$ cat config.mk
export PLATFORM = sky130hd
export DESIGN_NAME = sel_pipe
export DESIGN_NICKNAME = d
export VERILOG_FILES = /design/src/rtl/sel_pipe_pkg.sv /design/src/rtl/sel_pipe_rr_arbiter.sv /design/src/rtl/sel_pipe.sv
export SDC_FILE = /design/constraint.sdc
export NUM_CORES = 1
export LEC_CHECK = 0
export BUFFER_PORTS_ARGS = -buffer_cell sky130_fd_sc_hd__buf_4
export CAP_MARGIN = 15
export CORE_MARGIN = 1.5
export CORE_UTILIZATION = 47
export DETAILED_ROUTE_END_ITERATION = 10
export GPL_TIMING_DRIVEN = 1
export PLACE_DENSITY = 0.83
export SYNTH_ARGS = -nofsm -noshare
export SYNTH_HDL_FRONTEND = slang
export SYNTH_SLANG_ARGS = --single-unit
$ cat constraint.sdc
create_clock -name clk -period 1.7 [get_ports clk]
set_input_delay 0.34 -clock clk [delete_from_list [all_inputs] [get_ports clk]]
set_output_delay 0.34 -clock clk [all_outputs]
set_load 0.03 [all_outputs]
$ cat src/rtl/sel_pipe_pkg.sv
// Shared definitions for sel_pipe: FIFO occupancy states, default data width
// and the select-width helper.
package sel_pipe_pkg;

  localparam int DEF_WIDTH = 16;

  typedef enum logic [1:0] {
    EMPTY = 2'd0,
    ONE   = 2'd1,
    FULL  = 2'd2
  } fifo_state_e;

  function automatic int sel_w(input int n);
    if (n > 2) begin
      return $clog2(n);
    end else begin
      return 1;
    end
  endfunction

endpackage

$ cat src/rtl/sel_pipe_rr_arbiter.sv
// Round-robin search: grants the first requesting channel after i_pointer,
// wrapping from NCH-1 back to 0.
module rr_arbiter #(
  parameter int NCH  = 2,
  parameter int SELW = 1
) (
  input  logic [NCH-1:0]  i_req,
  input  logic [SELW-1:0] i_pointer,
  output logic [SELW-1:0] o_grant,
  output logic            o_grant_valid
);

  logic [2*NCH-1:0] w_dbl;

  // Rotate the doubled request vector so bit 0 is the channel after the
  // pointer; scanning downwards lets the nearest requester win.
  always_comb begin
    w_dbl         = {i_req, i_req} >> (int'(i_pointer) + 1);
    o_grant       = '0;
    o_grant_valid = 1'b0;
    for (int k = NCH - 1; k >= 0; k--) begin
      o_grant       = w_dbl[k] ? SELW'((int'(i_pointer) + 1 + k) % NCH) : o_grant;
      o_grant_valid = o_grant_valid | w_dbl[k];
    end
  end

endmodule

$ cat src/rtl/sel_pipe.sv
// Channel selector feeding a 2-entry FIFO. Define SEL_PIPE_RR_EN to add the
// rr_mode port and round-robin arbitration across channels.
module sel_pipe
  import sel_pipe_pkg::*;
#(
  parameter  int WIDTH = DEF_WIDTH,
  parameter  int NCH   = 2,
  localparam int SELW  = sel_w(NCH)
) (
  input  logic                 clk,
  input  logic                 rst_n,
  input  logic [NCH*WIDTH-1:0] in_data,
  input  logic [NCH-1:0]       in_valid,
  output logic [NCH-1:0]       in_ready,
  input  logic [SELW-1:0]      sel,
`ifdef SEL_PIPE_RR_EN
  input  logic                 rr_mode,
`endif
  output logic [WIDTH-1:0]     out_data,
  output logic [SELW-1:0]      out_ch,
  output logic                 out_valid,
  input  logic                 out_ready,
  output logic [1:0]           count
);

  fifo_state_e      r_state;
  fifo_state_e      w_state_nxt;
  logic [WIDTH-1:0] r_head_data;
  logic [WIDTH-1:0] r_tail_data;
  logic [SELW-1:0]  r_head_ch;
  logic [SELW-1:0]  r_tail_ch;
  logic [WIDTH-1:0] w_in_word;
  logic [SELW-1:0]  w_grant;
  logic             w_grant_valid;
  logic             w_fix_valid;
  logic             w_push;
  logic             w_pop;

  assign w_fix_valid = (32'(sel) < 32'(NCH));

`ifdef SEL_PIPE_RR_EN
  logic [SELW-1:0] r_ptr;
  logic [SELW-1:0] w_rr_grant;
  logic            w_rr_valid;

  rr_arbiter #(
    .NCH  (NCH),
    .SELW (SELW)
  ) u_rr_arbiter (
    .i_req         (in_valid),
    .i_pointer     (r_ptr),
    .o_grant       (w_rr_grant),
    .o_grant_valid (w_rr_valid)
  );

  // Grant source: round-robin search or the explicit select.
  always_comb begin
    w_grant       = sel;
    w_grant_valid = w_fix_valid;
    if (rr_mode) begin
      w_grant       = w_rr_grant;
      w_grant_valid = w_rr_valid;
    end else begin
      w_grant       = sel;
      w_grant_valid = w_fix_valid;
    end
  end

  // Pointer only advances on an accepted round-robin transfer.
  always_ff @(posedge clk or negedge rst_n) begin
    if (!rst_n) begin
      r_ptr <= SELW'(NCH - 1);
    end else if (rr_mode && w_push) begin
      r_ptr <= w_grant;
    end
  end
`else
  assign w_grant       = sel;
  assign w_grant_valid = w_fix_valid;
`endif

  // Ready is gated by rst_n so it drops the moment reset asserts.
  always_comb begin
    in_ready  = '0;
    w_in_word = '0;
    for (int i = 0; i < NCH; i++) begin
      if (w_grant == SELW'(i)) begin
        in_ready[i] = w_grant_valid && (r_state != FULL) && rst_n;
        w_in_word   = in_data[i*WIDTH +: WIDTH];
      end else begin
        in_ready[i] = 1'b0;
      end
    end
  end

  assign w_push    = |(in_valid & in_ready);
  assign w_pop     = out_valid && out_ready;
  assign out_valid = (r_state != EMPTY);
  assign out_data  = r_head_data;
  assign out_ch    = r_head_ch;
  assign count     = r_state;

  // Occupancy state register.
  always_ff @(posedge clk or negedge rst_n) begin
    if (!rst_n) begin
      r_state <= EMPTY;
    end else begin
      r_state <= w_state_nxt;
    end
  end

  // Occupancy next-state.
  always_comb begin
    w_state_nxt = r_state;
    case (r_state)
      EMPTY: begin
        if (w_push) w_state_nxt = ONE;
        else        w_state_nxt = EMPTY;
      end
      ONE: begin
        if (w_push && !w_pop)      w_state_nxt = FULL;
        else if (!w_push && w_pop) w_state_nxt = EMPTY;
        else                       w_state_nxt = ONE;
      end
      FULL: begin
        if (w_pop) w_state_nxt = ONE;
        else       w_state_nxt = FULL;
      end
      default: w_state_nxt = EMPTY;
    endcase
  end

  // Entry storage; vacated slots are zeroed so an empty head reads as 0.
  always_ff @(posedge clk or negedge rst_n) begin
    if (!rst_n) begin
      r_head_data <= '0;
      r_head_ch   <= '0;
      r_tail_data <= '0;
      r_tail_ch   <= '0;
    end else begin
      case (r_state)
        EMPTY: begin
          if (w_push) begin
            r_head_data <= w_in_word;
            r_head_ch   <= w_grant;
          end
        end
        ONE: begin
          if (w_push) begin
            if (w_pop) begin
              r_head_data <= w_in_word;
              r_head_ch   <= w_grant;
            end else begin
              r_tail_data <= w_in_word;
              r_tail_ch   <= w_grant;
            end
          end else if (w_pop) begin
            r_head_data <= '0;
            r_head_ch   <= '0;
          end
        end
        FULL: begin
          if (w_pop) begin
            r_head_data <= r_tail_data;
            r_head_ch   <= r_tail_ch;
            r_tail_data <= '0;
            r_tail_ch   <= '0;
          end
        end
        default: begin
          r_head_data <= '0;
          r_head_ch   <= '0;
          r_tail_data <= '0;
          r_tail_ch   <= '0;
        end
      endcase
    end
  end

endmodule

==> flow_summary.ini <==
[clock_network]
clkSinkCount = 36
clk_latency_ns = 0.30
clk_pin_slew_ns = 0.07
htreeDepth = 2
numCtsBuffers = 5
clockBufferDepth = 2
root_buffer = clkbuf_8
cts_tree = done

[floorplanning]
dieArea_um2 = 4840
rows = 24
start_util = 0.485
core_um2 = 4290
die-width_um = 69.5
ioPinCount = 60
die_h_um = 69.5

[setup_path]
worst_r2r_endpoint = count[0]
crit_type = register to output port
cp.arrival_ns = 1.32
reg2reg_slack_ns = 0.06
worst_ep_required_time_ns = 1.36
end_kind = output port
crit_fanout = 8
worst-r2r-cell-count = 8
timing.rr.start = count[0]
worstSetupStartpointType = register

[sta]
post-route-period-util = 0.975
rsz0062_at_grt = false
tightest_slew_ns = 0.514
slew_headroom = 0.656
tns_ns = 0
slew_violations = 0
max_freq_mhz = 603
hold_viol_final = 0
setup_violations = 0
min_period_ns = 1.66
hold_ws_ns = 0.101
skew_ns = 0.00235

[pwr]
sequentialPowerShare = 0.366
clockPowerShare = 0.156
p_sw_mw = 1.67
p_int_mw = 2.42
power_density_nw_per_um2 = 1460
switching_share = 0.408
max-vdd-ir-drop_v = 0.000709
comb_power_share = 0.478
p_leak_nw = 1.43

[cells_and_area]
syn_to_final_growth_pct = 34.6
fill_cells = 353
num_antenna_cells = 0
fin_util = 0.652
final_area_um2 = 2800
final_cell_mix = buf_4, dfrtp_1, mux2i_1, nor2_1, inv_1
final_common_cell = buf_4
final_nets = 305
drive_gt1_frac = 0.393

[detailed_routing]
dr.pass1.iters = 4
remaining_drc_errors = 0
ant_nets = 0
wirelength_um = 5270
viasPerCell = 5.76
wl_per_cell_um = 16.5
vias = 1836
dr.first_iter.drc_count = 183

[logic_synthesis]
ys_types = 31
synth_edf_count = 0
synth.net_count = 232
synthCells = 193
avgSynthCellArea_um2 = 10.8
synth_area_leader_cell = dfrtp_1
netlist_top_cells_area = dfrtp_1, mux2i_1, o221ai_1
yosysWarnings = 0
ys_ff_latch = 36
syn_area_um2 = 2080
ys.flop_type = dfrtp_1
async_flop_share = 1.00
yosysSeqAreaShare = 0.433
synth_top_area_share = 0.433

[global_routing]
grt_pass1_vias = 1824
grt_pass1_wl_um = 8780
antenna_found_initial = 0
grt_max_degree = 20
grt_usage = 0.230
overflow = 0

[place]
placed_area_um2 = 2640
place_hpwl_um = 3720
port_buffers = 59
gp_congestion = 0.824

[worst_hold_path]
hold_class = input port to asynchronous set/reset pin

[status]
outcome = complete, no violations

[job]
max_cap_violations = 0
## per-layer routing
metal | track usage | wire [um] | up-vias
met4 | 0.0828 | 84 | 0
met2 | 0.366 | 2490 | 80
met1 | 0.304 | 2310 | 871
met3 | 0.0610 | 381 | 9
li1 | - | - | 876
met5 | 0 | 0 | -
## how the worst max path moves through the flow
stage | start | to | cells past startpoint
finish | count[0] | in_ready[1] | 3
global route | count[0] | count[0] | 8
CTS | count[1] | out_valid | 4
detailed placement | sel | count[0] | 8
global placement | sel | out_data[15] | 5
floorplan | count[0] | count[0] | 9
## power groups by stage
| stage | clock network (mW) | registers [mW] | logic [mW] |
|---|---|---|---|
| 2_1_floorplan | 0 | 1.80 | 0.920 |
| 3_5_place_dp | 0 | 1.50 | 1.87 |
| 3_3_place_gp | 0 | 1.49 | 1.83 |
| 5_1_grt | 0.676 | 1.54 | 2.10 |
| 6_report | 0.641 | 1.50 | 1.96 |
| 4_1_cts | 0.644 | 1.49 | 1.91 |
## cell families after synthesis
| kind of cell | share of synthesized area |
|---|---|
| AO/OA/AOI/OAI | 0.210 |
| flip-flops | 0.433 |
| adder cells (fa/ha/maj) | 0.00601 |
| buffers and inverters | 0.0655 |
| AND/OR/NAND/NOR | 0.0866 |
| multiplexers | 0.198 |
## state kept, by name, summed over array words and instances (netlist names)
| signal | cells |
|---|---|
| out_data | 16 |
| r_tail_data | 16 |
| count | 2 |
| out_ch | 1 |
| r_tail_ch | 1 |
## metrics by stage
| stage | setup WS (ns) | total power [mW] | std cells |
|---|---|---|---|
| final | 0.0424 | 4.09 | 319 |
| after global routing | 0.0189 | 4.32 | 319 |
| after CTS | 0.0110 | 4.04 | 315 |
| after detailed placement | 0.0654 | 3.37 | 304 |
| after global placement | 0.102 | 3.32 | 304 |
| after floorplan | -0.0267 | 2.72 | 193 |
## worst max-delay path: stages, from the launching register on
cell	delay (ns)
dfrtp_2	0.47
nand2b_4	0.18
and3_2	0.21
buf_4	0.16
## cell usage after synthesis (all sizes together) (2+ instances only)
cell type   n
nand4       2
mux2        7
buf        11
o2bb2ai    11
nor3b       2
a21oi      10
inv        15
a221o       6
nand2       7
dfrtp      36
and3        7
mux2i      33
o221ai     12
nor2       14
o21ai       3
clkbuf      3
a32o        6
## area by class of cell
type	count	area (um^2)	share of cell area
timing repair buffer	80	607	0.217
clock buffer	8	90.1	0.0322
inverter	15	61.3	0.0219
sequential	36	903	0.322
tap	52	65.1	0.0232
multi-input combinational	128	1070	0.384
## repair_timing
action / CTS / global route
setup buffers: 2 / 4
cloned: 0 / 0
gates resized for setup: 4 / 2
hold endpoints to repair: 1 / 0
endpoints found under the setup margin: 2 / 1
hold buffers: 1 / 0
Power figures use the tool's default switching activity.
